[src/rtl/mem_bus_arbiter.sv]
// mem_bus_arbiter: shares one RAM port between NREQ requesters with
// round-robin arbitration and exactly one transaction in flight.
// The RAM-side bus (addressBus/dataOut/enableWrite) is driven only while a
// transaction is on the bus and returns to zero otherwise.
module mem_bus_arbiter #(
  parameter int NREQ    = 2,
  parameter int ADDR_W  = 56,
  parameter int DATA_W  = 64,
  parameter int RAM_LAT = 1
) (
  input  logic                     clk,
  input  logic                     rst,
  input  logic [NREQ-1:0]          req_valid,
  input  logic [NREQ-1:0]          req_we,
  input  logic [NREQ*ADDR_W-1:0]   req_addr,
  input  logic [NREQ*DATA_W-1:0]   req_wdata,
  output logic [NREQ-1:0]          req_ready,
  output logic [NREQ-1:0]          rsp_valid,
  output logic [DATA_W-1:0]        rsp_data,
  output logic [ADDR_W-1:0]        addressBus,
  output logic [DATA_W-1:0]        dataOut,
  input  logic [DATA_W-1:0]        dataIn,
  output logic                     enableWrite
);

  localparam int PTR_W = (NREQ > 1) ? $clog2(NREQ) : 1;
  localparam int CNT_W = $clog2(RAM_LAT + 1);
  localparam logic [PTR_W-1:0] PTR_MAX  = PTR_W'(NREQ - 1);
  localparam logic [CNT_W-1:0] CNT_LAST = CNT_W'(RAM_LAT - 1);

  typedef enum logic [1:0] {
    S_IDLE  = 2'd0,
    S_ISSUE = 2'd1,
    S_WAIT  = 2'd2,
    S_RESP  = 2'd3
  } state_t;

  state_t             state_q, state_d;
  logic [PTR_W-1:0]   rr_ptr_q, rr_ptr_d;
  logic [PTR_W-1:0]   grant_q, grant_d;
  logic               we_q, we_d;
  logic [CNT_W-1:0]   cnt_q, cnt_d;
  logic [ADDR_W-1:0]  addr_q, addr_d;
  logic [DATA_W-1:0]  wdata_q, wdata_d;
  logic [DATA_W-1:0]  rdata_q, rdata_d;

  logic               found;
  logic [PTR_W-1:0]   win;

  // Next-state, round-robin pick and bus/handshake outputs.
  always_comb begin
    state_d     = state_q;
    rr_ptr_d    = rr_ptr_q;
    grant_d     = grant_q;
    we_d        = we_q;
    cnt_d       = cnt_q;
    addr_d      = addr_q;
    wdata_d     = wdata_q;
    rdata_d     = rdata_q;
    found       = 1'b0;
    win         = '0;
    req_ready   = '0;
    rsp_valid   = '0;
    rsp_data    = '0;
    addressBus  = '0;
    dataOut     = '0;
    enableWrite = 1'b0;

    unique case (state_q)
      S_IDLE: begin
        // First pass covers indices at or after the pointer, second pass wraps.
        for (int i = 0; i < NREQ; i++) begin
          if (!found && req_valid[i] && (PTR_W'(i) >= rr_ptr_q)) begin
            found = 1'b1;
            win   = PTR_W'(i);
          end
        end
        for (int i = 0; i < NREQ; i++) begin
          if (!found && req_valid[i]) begin
            found = 1'b1;
            win   = PTR_W'(i);
          end
        end
        if (found) begin
          grant_d = win;
          state_d = S_ISSUE;
          for (int i = 0; i < NREQ; i++) begin
            if (PTR_W'(i) == win) begin
              we_d    = req_we[i];
              addr_d  = req_addr[i*ADDR_W +: ADDR_W];
              wdata_d = req_wdata[i*DATA_W +: DATA_W];
            end
          end
        end
      end

      S_ISSUE: begin
        addressBus         = addr_q;
        dataOut            = wdata_q;
        enableWrite        = we_q;
        req_ready[grant_q] = 1'b1;
        rr_ptr_d           = (grant_q == PTR_MAX) ? '0 : grant_q + 1'b1;
        cnt_d              = '0;
        state_d            = we_q ? S_RESP : S_WAIT;
      end

      S_WAIT: begin
        addressBus = addr_q;
        dataOut    = wdata_q;
        if (cnt_q == CNT_LAST) begin
          rdata_d = dataIn;
          state_d = S_RESP;
        end else begin
          cnt_d = cnt_q + 1'b1;
        end
      end

      S_RESP: begin
        rsp_valid[grant_q] = 1'b1;
        rsp_data           = we_q ? '0 : rdata_q;
        state_d            = S_IDLE;
      end

      default: state_d = S_IDLE;
    endcase
  end

  // Control state: FSM, round-robin pointer, winner and wait counter.
  always_ff @(posedge clk or negedge rst) begin
    if (!rst) begin
      state_q  <= S_IDLE;
      rr_ptr_q <= '0;
      grant_q  <= '0;
      we_q     <= 1'b0;
      cnt_q    <= '0;
    end else begin
      state_q  <= state_d;
      rr_ptr_q <= rr_ptr_d;
      grant_q  <= grant_d;
      we_q     <= we_d;
      cnt_q    <= cnt_d;
    end
  end

  // Transaction payload; every output use is gated by the FSM state.
  always_ff @(posedge clk) begin
    addr_q  <= addr_d;
    wdata_q <= wdata_d;
    rdata_q <= rdata_d;
  end

endmodule

[config.mk]
export PLATFORM = sky130hd
export DESIGN_NAME = mem_bus_arbiter
export DESIGN_NICKNAME = d
export VERILOG_FILES = /design/src/rtl/mem_bus_arbiter.sv
export SDC_FILE = /design/constraint.sdc
export NUM_CORES = 1
export LEC_CHECK = 0
export CORE_AREA = 2 2 196 198
export CTS_CLUSTER_DIAMETER = 100
export DETAILED_ROUTE_END_ITERATION = 10
export DIE_AREA = 0 0 198 200
export PLACE_DENSITY = 0.51
export SKIP_LAST_GASP = 1
export SLEW_MARGIN = 20
export SYNTH_ARGS = -nofsm -noshare
export SYNTH_HDL_FRONTEND = slang
export SYNTH_SLANG_ARGS = --single-unit
[constraint.sdc]
create_clock -name clk -period 5.1 [get_ports clk]
set_input_delay 1.53 -clock clk [delete_from_list [all_inputs] [get_ports clk]]
set_output_delay 1.53 -clock clk [all_outputs]
set_load 0.01 [all_outputs]
==> impl_metrics.json <==
{
  "result_of_the_run": "finished, final reports clean",
  "post_dp_cell_area_sq_mm": 0.0145,
  "asyncSetResetFlopFracSynth_pct": 2.65,
  "via_per_inst": 3.95,
  "cts_buffer_depth": 2,
  "grt_use_total_pct": 14.3,
  "post-route-cell-area_sq_mm": 0.0151,
  "worst_r2r_path_depth": 4,
  "cellLeakagePower_nw": 5.54,
  "drtPass1Iterations": 4,
  "slack_of_the_worst_reg_to_reg_path_ns": 2.97,
  "path_max_fanout": 69,
  "layout_worst_path_cycle_share_pct": 83.4,
  "place_ws_ns": 1.18,
  "grt_antenna_before_repair": 1,
  "cts.reportedPaths.clkPinSlew_ns": 0.07,
  "final.min_clock_period_ns": 4.25,
  "critPathLaunchType": "flop",
  "part_of_the_power_in_registers_pct": 32.2,
  "die-area_sq_mm": 0.0396,
  "slew-limit-headroom_pct": 47.3,
  "synth_sequential_area_ratio_pct": 62.8,
  "finalNetCount": 1361,
  "hold_ep": "rr_ptr_q",
  "drc_errors": 0,
  "crit_path_top_delay_cell": "sky130_fd_sc_hd__clkdlybuf4s50_1",
  "setup_ws_ns": 0.848,
  "clock_buffers_created_by_tritoncts": 17,
  "power.combinational.fraction_pct": 49.8,
  "grt-ovfl-total": 0,
  "synth.avg_cell_area_sq_um": 16.2,
  "power.net_switching_mw": 2.41,
  "insertion_delay_ns": 0.44,
  "hold_path.startpoint": "rr_ptr_q",
  "placement_rows": 71,
  "max_stage_delay_ns": 0.61,
  "maxCapViolCount": 0,
  "die_h_microns": 200,
  "reg2reg_from": "rr_ptr_q",
  "synthesis.yosys.warnings": 0,
  "synth_ff_type": "sky130_fd_sc_hd__edfxtp_1",
  "number_of_enable_type_register_cells_in_the_synthesized_netlist": 184,
  "timing_max_transition_violations_final": 0,
  "area.growth.synth_to_final_pct": 67.6,
  "cts_tree": "yes",
  "hold_buffers": 0,
  "critical_path.n_buffers_inverters": 3,
  "cell_variety_after_synth": 22,
  "timing.final.hold_violations": 0,
  "ant_nets": 0,
  "timing.critical_path.arrival_ns": 2.72,
  "report.final.setup_viol": 0,
  "transition_time_at_the_pin_with_the_least_slew_margin_ns": 0.791,
  "route.detailed.wl_per_inst_microns": 18.7,
  "post-cts-setup-buffer-count": 0,
  "critPathRequiredTime_ns": 3.57,
  "synth_area_sq_mm": 0.00899,
  "io_buffer_count": 498,
  "sequential_cell_area_sq_mm": 0.00565,
  "post_synth_main_area_contributors": "sky130_fd_sc_hd__edfxtp_1 61%, sky130_fd_sc_hd__mux2_4 17%, sky130_fd_sc_hd__and2_1 13%",
  "net_count_after_synthesis": 869,
  "synth.cells.most_frequent": "187 x sky130_fd_sc_hd__and2_1, 184 x sky130_fd_sc_hd__edfxtp_1, 100 x sky130_fd_sc_hd__mux2_4",
  "path_cells": "inv_1 -> ha_4 -> buf_12 -> and2_1 -> clkdlybuf4s50_1",
  "multi_input_area_sq_mm": 0.00311,
  "achievable_frequency_ghz": 0.235,
  "via_count_of_the_first_global_routing_pass": 6563,
  "powerDensity_mw_per_mm2": 499,
  "worstReg2RegEnd": "wdata_q[61]",
  "switch_share_pct": 32.0,
  "cp_top_family": "buffers and inverters",
  "hold-path-cell-count": 2,
  "num_io_pins": 499,
  "grt_start_max_net_pins": 81,
  "vias": 6187,
  "postSynthCellCount": 554,
  "irDropWorstVdd_v": 0.000254,
  "internal_power_mw": 5.11,
  "worst_clock_skew_ns": 0.00852,
  "cts_resized": 0,
  "htreeDepth": 4,
  "worstHoldPathType": "reg2reg",
  "final_layout_size_suffix_gt1_share_pct": 15.2,
  "synth.ff_latch_count": 189,
  "setup-tns-final_ns": 0,
  "cts-root-buf": "sky130_fd_sc_hd__clkbuf_16",
  "grt_setup_unrepaired": "false",
  "synthDominantAreaCellType": "sky130_fd_sc_hd__edfxtp_1",
  "sink_count": 189,
  "timing.setup.critical_path_class": "reg2out",
  "route.final.wire_length_mm": 29.3,
  "pwr-share-clk_pct": 18.0,
  "finalWeightedCongestion": 0.757,
  "synth_most_common_cell": "sky130_fd_sc_hd__and2_1",
  "p_total_mw": 7.53,
  "fillerInstances": 3507,
  "starting_utilization_of_the_core_area_pct": 24.0,
  "detail_route.iter0.violations": 180,
  "grt_first_pass_wirelength_mm": 40.6,
  "die-width_microns": 198,
  "type_of_destination_of_the_critical_path": "output pin",
  "synth_top_area_share_pct": 61.4,
  "hpwl_mm": 22.4,
  "core_sq_mm": 0.0374
}
==> how the worst max path moves through the flow <==
| stage | start | end | depth (start not counted) |
|---|---|---|---|
| floorplan | req_valid[0] | addr_q[0] | 2 |
| global placement | state_q[0] | addressBus[44] | 5 |
| detailed placement | state_q[0] | addressBus[44] | 5 |
| CTS | state_q[1] | addressBus[44] | 5 |
| global route | state_q[0] | addressBus[44] | 5 |
| finish | state_q[1] | addressBus[44] | 5 |
==> placed cells by master, fill, tap and decap left out, types with 3 or more instances in the layout <==
cell                                n
sky130_fd_sc_hd__clkdlybuf4s50_1  498
sky130_fd_sc_hd__and2_1           187
sky130_fd_sc_hd__edfxtp_1         184
sky130_fd_sc_hd__mux2_4           100
sky130_fd_sc_hd__mux2_2            21
sky130_fd_sc_hd__clkbuf_16         17
sky130_fd_sc_hd__dfrtp_1            5
sky130_fd_sc_hd__clkbuf_1           4
sky130_fd_sc_hd__buf_4              4
sky130_fd_sc_hd__buf_12             4
sky130_fd_sc_hd__nor2_1             3
sky130_fd_sc_hd__ha_1               3
sky130_fd_sc_hd__bufinv_16          3
==> worst min-delay path, cell delays in order, from the launching register on <==
cell                      delay (ns)
sky130_fd_sc_hd__dfrtp_1        0.35
sky130_fd_sc_hd__nor2_1         0.05
sky130_fd_sc_hd__nor2_1         0.08
==> per-layer routing <==
layer | part of all wire (%) | global-route usage (%) | routed length, microns
met1 | 38 | 15.0 | 11100
met2 | 51 | 25.9 | 14900
met3 | 9.9 | 6.37 | 2900
met4 | 1.2 | 3.68 | 360
met5 | 0 | 0 | 0
==> cell families after synthesis <==
logic type / Yosys count / share of synthesized area [%]
buffers and inverters: 36 / 2.88
DFF: 189 / 62.8
AOI/OAI and AO/OA: 7 / 0.612
and+or+nand+nor: 196 / 13.6
adders and majority gates: 5 / 0.696
muxes: 121 / 19.3
==> power by group through the flow <==
stage	Sequential [mW]	Clock, mW	Combinational (mW)
6_report	2.42	1.35	3.75
5_1_grt	2.46	1.45	4.04
4_1_cts	2.43	1.41	3.87
3_5_place_dp	2.46	0	3.85
3_3_place_gp	2.47	0	3.82
2_1_floorplan	2.43	0	1.68
==> per-stage QoR <==
stage / std cells / hold slack, ns / utilization, %
finish: 1568 / 0.518 / 40.3
global route: 1568 / 0.563 / 40.3
detailed placement: 1538 / 0.511 / 38.8
global placement: 1538 / 0.486 / 38.8
floorplan: 554 / 0.467 / -
CTS: 1567 / 0.529 / 40.3
==> area by class of cell <==
class                           count  area share, %
Sequential cell                   189           37.5
Timing Repair Buffer              506           33.8
Multi-Input combinational cell    329           20.7
Tap cell                          511           4.24
Clock buffer                       21           2.92
Clock inverter                      8          0.797
Inverter                            3         0.0913
Antenna cell                        1         0.0166
==> sequential cells by signal (all words and copies together), names as in the netlist <==
name / flops
rdata_q: 64
rr_ptr_q: 1
grant_q: 1
state_q: 2
wdata_q: 64
addr_q: 56
we_q: 1
Note: power is estimated with default switching activity, not from simulation.
